`config.mk`:
```
export PLATFORM = sky130hd
export DESIGN_NAME = btb_update_ctrl
export DESIGN_NICKNAME = d
export VERILOG_FILES = /design/src/rtl/btb_update_ctrl.sv
export SDC_FILE = /design/constraint.sdc
export NUM_CORES = 1
export LEC_CHECK = 0
export ABC_AREA = 1
export CORE_ASPECT_RATIO = 0.6
export CORE_MARGIN = 3
export CORE_UTILIZATION = 40
export CTS_BUF_LIST = sky130_fd_sc_hd__clkbuf_2
export DETAILED_ROUTE_END_ITERATION = 12
export GPL_ROUTABILITY_DRIVEN = 0
export SYNTH_ARGS = -nofsm -noshare
export SYNTH_HDL_FRONTEND = slang
export SYNTH_SLANG_ARGS = --single-unit
```
`constraint.sdc`:
```
create_clock -name clk -period 2.8 [get_ports clk]
set_input_delay 0.42 -clock clk [delete_from_list [all_inputs] [get_ports clk]]
set_output_delay 0.42 -clock clk [all_outputs]
set_load 0.005 [all_outputs]
```
`src/rtl/btb_update_ctrl.sv`:
```
// Resolve-stage branch checker: redirects/flushes on mispredict and queues BTB/BHT
// training updates in a small FIFO that drains whenever the BTB is not stalled.
module btb_update_ctrl #(
  parameter int DEPTH        = 4,
  parameter int FLUSH_CYCLES = 2
) (
  input  logic        clk,
  input  logic        reset_n,
  input  logic        res_valid,
  input  logic [15:0] res_pc,
  input  logic        res_taken,
  input  logic [15:0] res_target,
  input  logic        pred_hit,
  input  logic        pred_taken,
  input  logic [15:0] pred_target,
  input  logic        btb_stall,
  output logic        res_ready,
  output logic        redirect,
  output logic [15:0] redirect_pc,
  output logic        flush,
  output logic        upd_valid,
  output logic [15:0] upd_pc,
  output logic [15:0] upd_target,
  output logic        upd_taken,
  output logic        upd_alloc,
  output logic [15:0] mispredict_cnt
);

  localparam int AW  = $clog2(DEPTH);
  localparam int CW  = AW + 1;
  localparam int FCW = (FLUSH_CYCLES > 1) ? $clog2(FLUSH_CYCLES) : 1;

  typedef enum logic {S_IDLE, S_FLUSH} state_e;

  typedef struct packed {
    logic [15:0] pc;
    logic [15:0] target;
    logic        taken;
    logic        alloc;
  } upd_t;

  state_e          state_q, state_d;
  logic [FCW-1:0]  fcnt_q, fcnt_d;
  upd_t            mem_q [DEPTH];
  upd_t            head_ent;
  logic [AW-1:0]   wr_ptr_q, wr_ptr_d;
  logic [AW-1:0]   rd_ptr_q, rd_ptr_d;
  logic [CW-1:0]   count_q, count_d;
  logic            redirect_q, redirect_d;
  logic [15:0]     redirect_pc_q, redirect_pc_d;
  logic [15:0]     mis_cnt_q, mis_cnt_d;

  logic idle, fifo_full, fifo_empty, acc, mis, push, pop, mis_event;

  assign idle       = (state_q == S_IDLE);
  assign fifo_full  = (count_q == CW'(DEPTH));
  assign fifo_empty = (count_q == '0);

  // During a flush everything is wrong-path, so it is swallowed even if the FIFO is full.
  assign res_ready = reset_n && (idle ? !fifo_full : 1'b1);
  assign acc       = res_valid && res_ready;
  assign mis       = (pred_taken != res_taken) || (res_taken && (pred_target != res_target));
  assign mis_event = idle && acc && mis;
  // A not-taken branch that missed the BTB has nothing worth training.
  assign push      = idle && acc && (pred_hit || res_taken);
  assign pop       = !fifo_empty && !btb_stall;

  always_comb begin
    state_d = state_q;
    fcnt_d  = fcnt_q;
    case (state_q)
      S_IDLE: begin
        if (mis_event) begin
          state_d = S_FLUSH;
          fcnt_d  = FCW'(FLUSH_CYCLES - 1);
        end
      end
      S_FLUSH: begin
        if (fcnt_q == '0) begin
          state_d = S_IDLE;
        end else begin
          fcnt_d = fcnt_q - FCW'(1);
        end
      end
      default: begin
        state_d = S_IDLE;
        fcnt_d  = '0;
      end
    endcase
  end

  always_comb begin
    redirect_d    = mis_event;
    redirect_pc_d = redirect_pc_q;
    mis_cnt_d     = mis_cnt_q;
    if (mis_event) begin
      redirect_pc_d = res_taken ? res_target : (res_pc + 16'd2);
      if (mis_cnt_q != 16'hFFFF) begin
        mis_cnt_d = mis_cnt_q + 16'd1;
      end
    end
  end

  always_comb begin
    wr_ptr_d = wr_ptr_q;
    rd_ptr_d = rd_ptr_q;
    count_d  = count_q;
    if (push) begin
      wr_ptr_d = wr_ptr_q + AW'(1);
    end
    if (pop) begin
      rd_ptr_d = rd_ptr_q + AW'(1);
    end
    case ({push, pop})
      2'b10:   count_d = count_q + CW'(1);
      2'b01:   count_d = count_q - CW'(1);
      default: count_d = count_q;
    endcase
  end

  always_ff @(posedge clk or negedge reset_n) begin
    if (!reset_n) begin
      state_q       <= S_IDLE;
      fcnt_q        <= '0;
      wr_ptr_q      <= '0;
      rd_ptr_q      <= '0;
      count_q       <= '0;
      redirect_q    <= 1'b0;
      redirect_pc_q <= '0;
      mis_cnt_q     <= '0;
    end else begin
      state_q       <= state_d;
      fcnt_q        <= fcnt_d;
      wr_ptr_q      <= wr_ptr_d;
      rd_ptr_q      <= rd_ptr_d;
      count_q       <= count_d;
      redirect_q    <= redirect_d;
      redirect_pc_q <= redirect_pc_d;
      mis_cnt_q     <= mis_cnt_d;
    end
  end

  // Storage is not reset; resetting the pointers is enough to discard pending updates.
  always_ff @(posedge clk) begin
    if (push) begin
      mem_q[wr_ptr_q] <= '{pc: res_pc, target: res_target, taken: res_taken, alloc: !pred_hit};
    end
  end

  assign head_ent = mem_q[rd_ptr_q];

  assign redirect       = redirect_q;
  assign redirect_pc    = redirect_pc_q;
  assign flush          = (state_q == S_FLUSH);
  assign upd_valid      = !fifo_empty;
  assign upd_pc         = fifo_empty ? 16'h0000 : head_ent.pc;
  assign upd_target     = fifo_empty ? 16'h0000 : head_ent.target;
  assign upd_taken      = fifo_empty ? 1'b0 : head_ent.taken;
  assign upd_alloc      = fifo_empty ? 1'b0 : head_ent.alloc;
  assign mispredict_cnt = mis_cnt_q;

endmodule

```
==> impl_metrics.ini <==
[outcome]
outcome = finished with violations
violations = setup timing

[cts]
clockBufferDepth = 2
clk_latency_ps = 720
cts.sinks = 178
clk_pin_slew_ps = 280
root_buffer = clkbuf_2
h-tree-depth = 4
cts_tree = built
cts_buffers = 17

[finish]
fillers = 1767
area_delta_synth_final_pct = 29.1
num_antenna_cells = 0
drive_above_1_share_pct = 11.1
final_cell_mix = 174 x nor2_1, 153 x nand2_1, 136 x edfxtp_1
layout_commonest_cell = nor2_1
fin_nets = 1047
fin_util_pct = 53.9

[timing]
setup_violations = 3
tightest_slew_ps = 548
fmax_ghz = 0.355
whs_ps = 358
fin_crit_sh_pct = 100
max_slew_margin_pct = 63.4
min_period_ps = 2810
drv_slew = 0
timing.final.ws_setup_ps = -13.5
rsz0062_at_grt = true
fin_skew_ps = 47.2
finalHoldViolations = 0

[drt]
dr.max_layer_used = met5
drc = 0
met1_length_um = 11700
routedWlPerCell_um = 18.4
drt_iter0_drc = 556
drt_wl_total_um = 23300
dr.pass1.iters = 5
dr_wl_met2_um = 9400
viasPerCell = 5.02
final_antenna_net_count = 0
wl_met3_um = 1880
vias = 6341

[critical_path]
cpMaxStageDelayCell = clkdlybuf4s50_1
slowest_delay_ps = 530
worstSetupPathType = reg2out
r2r_end = count_q[2]$_DFFE_PN0P_
r2r_start = count_q[2]$_DFFE_PN0P_
cp.depth = 7
crit_start = rd_ptr_q[0]$_DFFE_PN0P_
crit_required_ps = 2380
r2r_cells = 11
endpoint = upd_pc[0]
worstPathArrival_ps = 2390
end_kind = primary output
rrSetupSlack_ps = 470
setup.worst_path.start_class = register
crit_path_cell_trace = buf_12 -> buf_12 -> nor2_1 -> nor2_1 -> o21ai_0 -> a21oi_1 -> clkdlybuf4s50_1
crit_family = buffers and inverters
cp_max_fo = 11
cp.buffers_inverters = 3

[synth]
synth_compound_area_share_pct = 8.42
async_flop_share_pct = 23.6
ys_ff_latch = 178
synth_ff_type = edfxtp_1
synth.area.mux_share_pct = 0.246
synth_fa_ha_area_share_pct = 1.32
yosysWarnings = 0
synth_edf_count = 136
synth-simple-area-share_pct = 19.7
yosysUniqueCellTypes = 32
synth_area_mm2 = 0.00815
synthesis.nets = 893
syn_inst = 830
synth_top_family_by_area = simple AND/OR/NAND/NOR gates
synth_xor_area_share_pct = 2.69
synth-seq-area-share_pct = 63.0
synth.avg_cell_area_um2 = 9.82

[die]
num_rows = 39
die_x_um = 190
coreArea_mm2 = 0.0195
dieHeight_um = 117
start_util_pct = 41.8
ios = 125
dieArea_mm2 = 0.0222

[global_route]
grt_usage_pct = 21.2
grt_pass1_wl_um = 34900
antenna_found_initial = 1
grt_overflow = 0
grt_pass1_vias = 5900
grt_max_degree = 43

[placement]
post-dp-hpwl_um = 15100
pre_cts_ws_ps = 275
portBuffers = 124

[job]
cap_viol_max_count = 0

[power]
leakage_nw = 4.24
peakVddDrop_uv = 451
finalPower_mw = 9.08
p_per_area_mw_per_mm2 = 862

[min_path]
hold_class = in2reg
==> routing by layer <==
metal	global-route usage [%]	vias up
met2	29.0	242
met1	33.9	2994
li1	-	3076
met5	0	-
met4	4.54	2
met3	4.86	27
==> area by class of cell <==
type / count / area, um2 / area share [%]
clock buffer: 17 / 85.1 / 0.808
multi-input combinational: 561 / 2680 / 25.5
clock inverter: 14 / 203 / 1.92
timing repair buffer: 170 / 1870 / 17.7
inverter: 56 / 223 / 2.12
tap: 266 / 333 / 3.16
sequential: 178 / 5140 / 48.8
==> worst min path at each step <==
stage | cells past startpoint | start | endpoint | slack [ps]
after floorplan | 0 | reset_n | count_q[0]$_DFFE_PN0P_ | 120
after global placement | 2 | redirect_pc[6]$_DFFE_PN0P_ | redirect_pc[6]$_DFFE_PN0P_ | 480
after detailed placement | 2 | redirect_pc[6]$_DFFE_PN0P_ | redirect_pc[6]$_DFFE_PN0P_ | 480
after CTS | 1 | res_target[8] | mem_q[1][10]$_DFFE_PP_ | 310
after global routing | 1 | res_target[8] | mem_q[1][10]$_DFFE_PP_ | 290
final | 1 | res_target[8] | mem_q[1][10]$_DFFE_PP_ | 360
==> Yosys cell counts (3+ instances only) <==
master,n,area (um2)
nor2_1,178,668
nand2_1,154,578
edfxtp_1,136,4080
o21ai_0,96,480
inv_1,52,195
dfrtp_1,42,1050
a21oi_1,36,180
clkbuf_1,28,105
nand4_1,20,125
nand3_1,17,85.1
xor2_1,15,131
xnor2_1,10,87.6
nand2_2,9,56.3
ha_1,7,87.6
or2_2,4,25.0
buf_2,3,15.0
nor2_2,3,18.8
==> cell families (layout without fill, tap and decap cells) <==
| group | Yosys count | after routing |
|---|---|---|
| AND/OR/NAND/NOR | 390 | 390 |
| flip-flops | 178 | 178 |
| AO/OA/AOI/OAI | 136 | 136 |
| buffers and inverters | 91 | 257 |
| XOR/XNOR | 25 | 25 |
| adder cells (fa/ha/maj) | 8 | 8 |
| multiplexers | 2 | 2 |
==> state kept, by name, summed over array words and instances (netlist names) <==
register and flops:
fcnt_q 1, redirect 1, count_q 3, wr_ptr_q 2
rd_ptr_q 2, redirect_pc 16, flush 1, mem_q 136
mispredict_cnt 16
==> metrics by stage <==
step	area, um2	instances	setup TNS [ps]
after floorplan	8150	830	-19030
after global placement	9890	1216	0
after detailed placement	9890	1216	0
after CTS	10400	1259	-1120
after global routing	10500	1262	-1150
final	10500	1262	-22.7
==> power breakdown <==
part / switching, mW / internal, mW / total, mW
clock network: 0.933 / 0.601 / 1.53
registers: 0.248 / 3.20 / 3.44
logic: 2.08 / 2.03 / 4.10
total: 3.26 / 5.82 / 9.08
==> timing repair <==
action	in CTS	in global routing
resized for setup	41	14
cloned	4	2
pin swaps	7	8
setup endpoints to repair	31	21
endpoints found under the hold margin	42	0
hold buffers	1	0
buffers inserted	7	1
(Power assumes the default switching activity.)
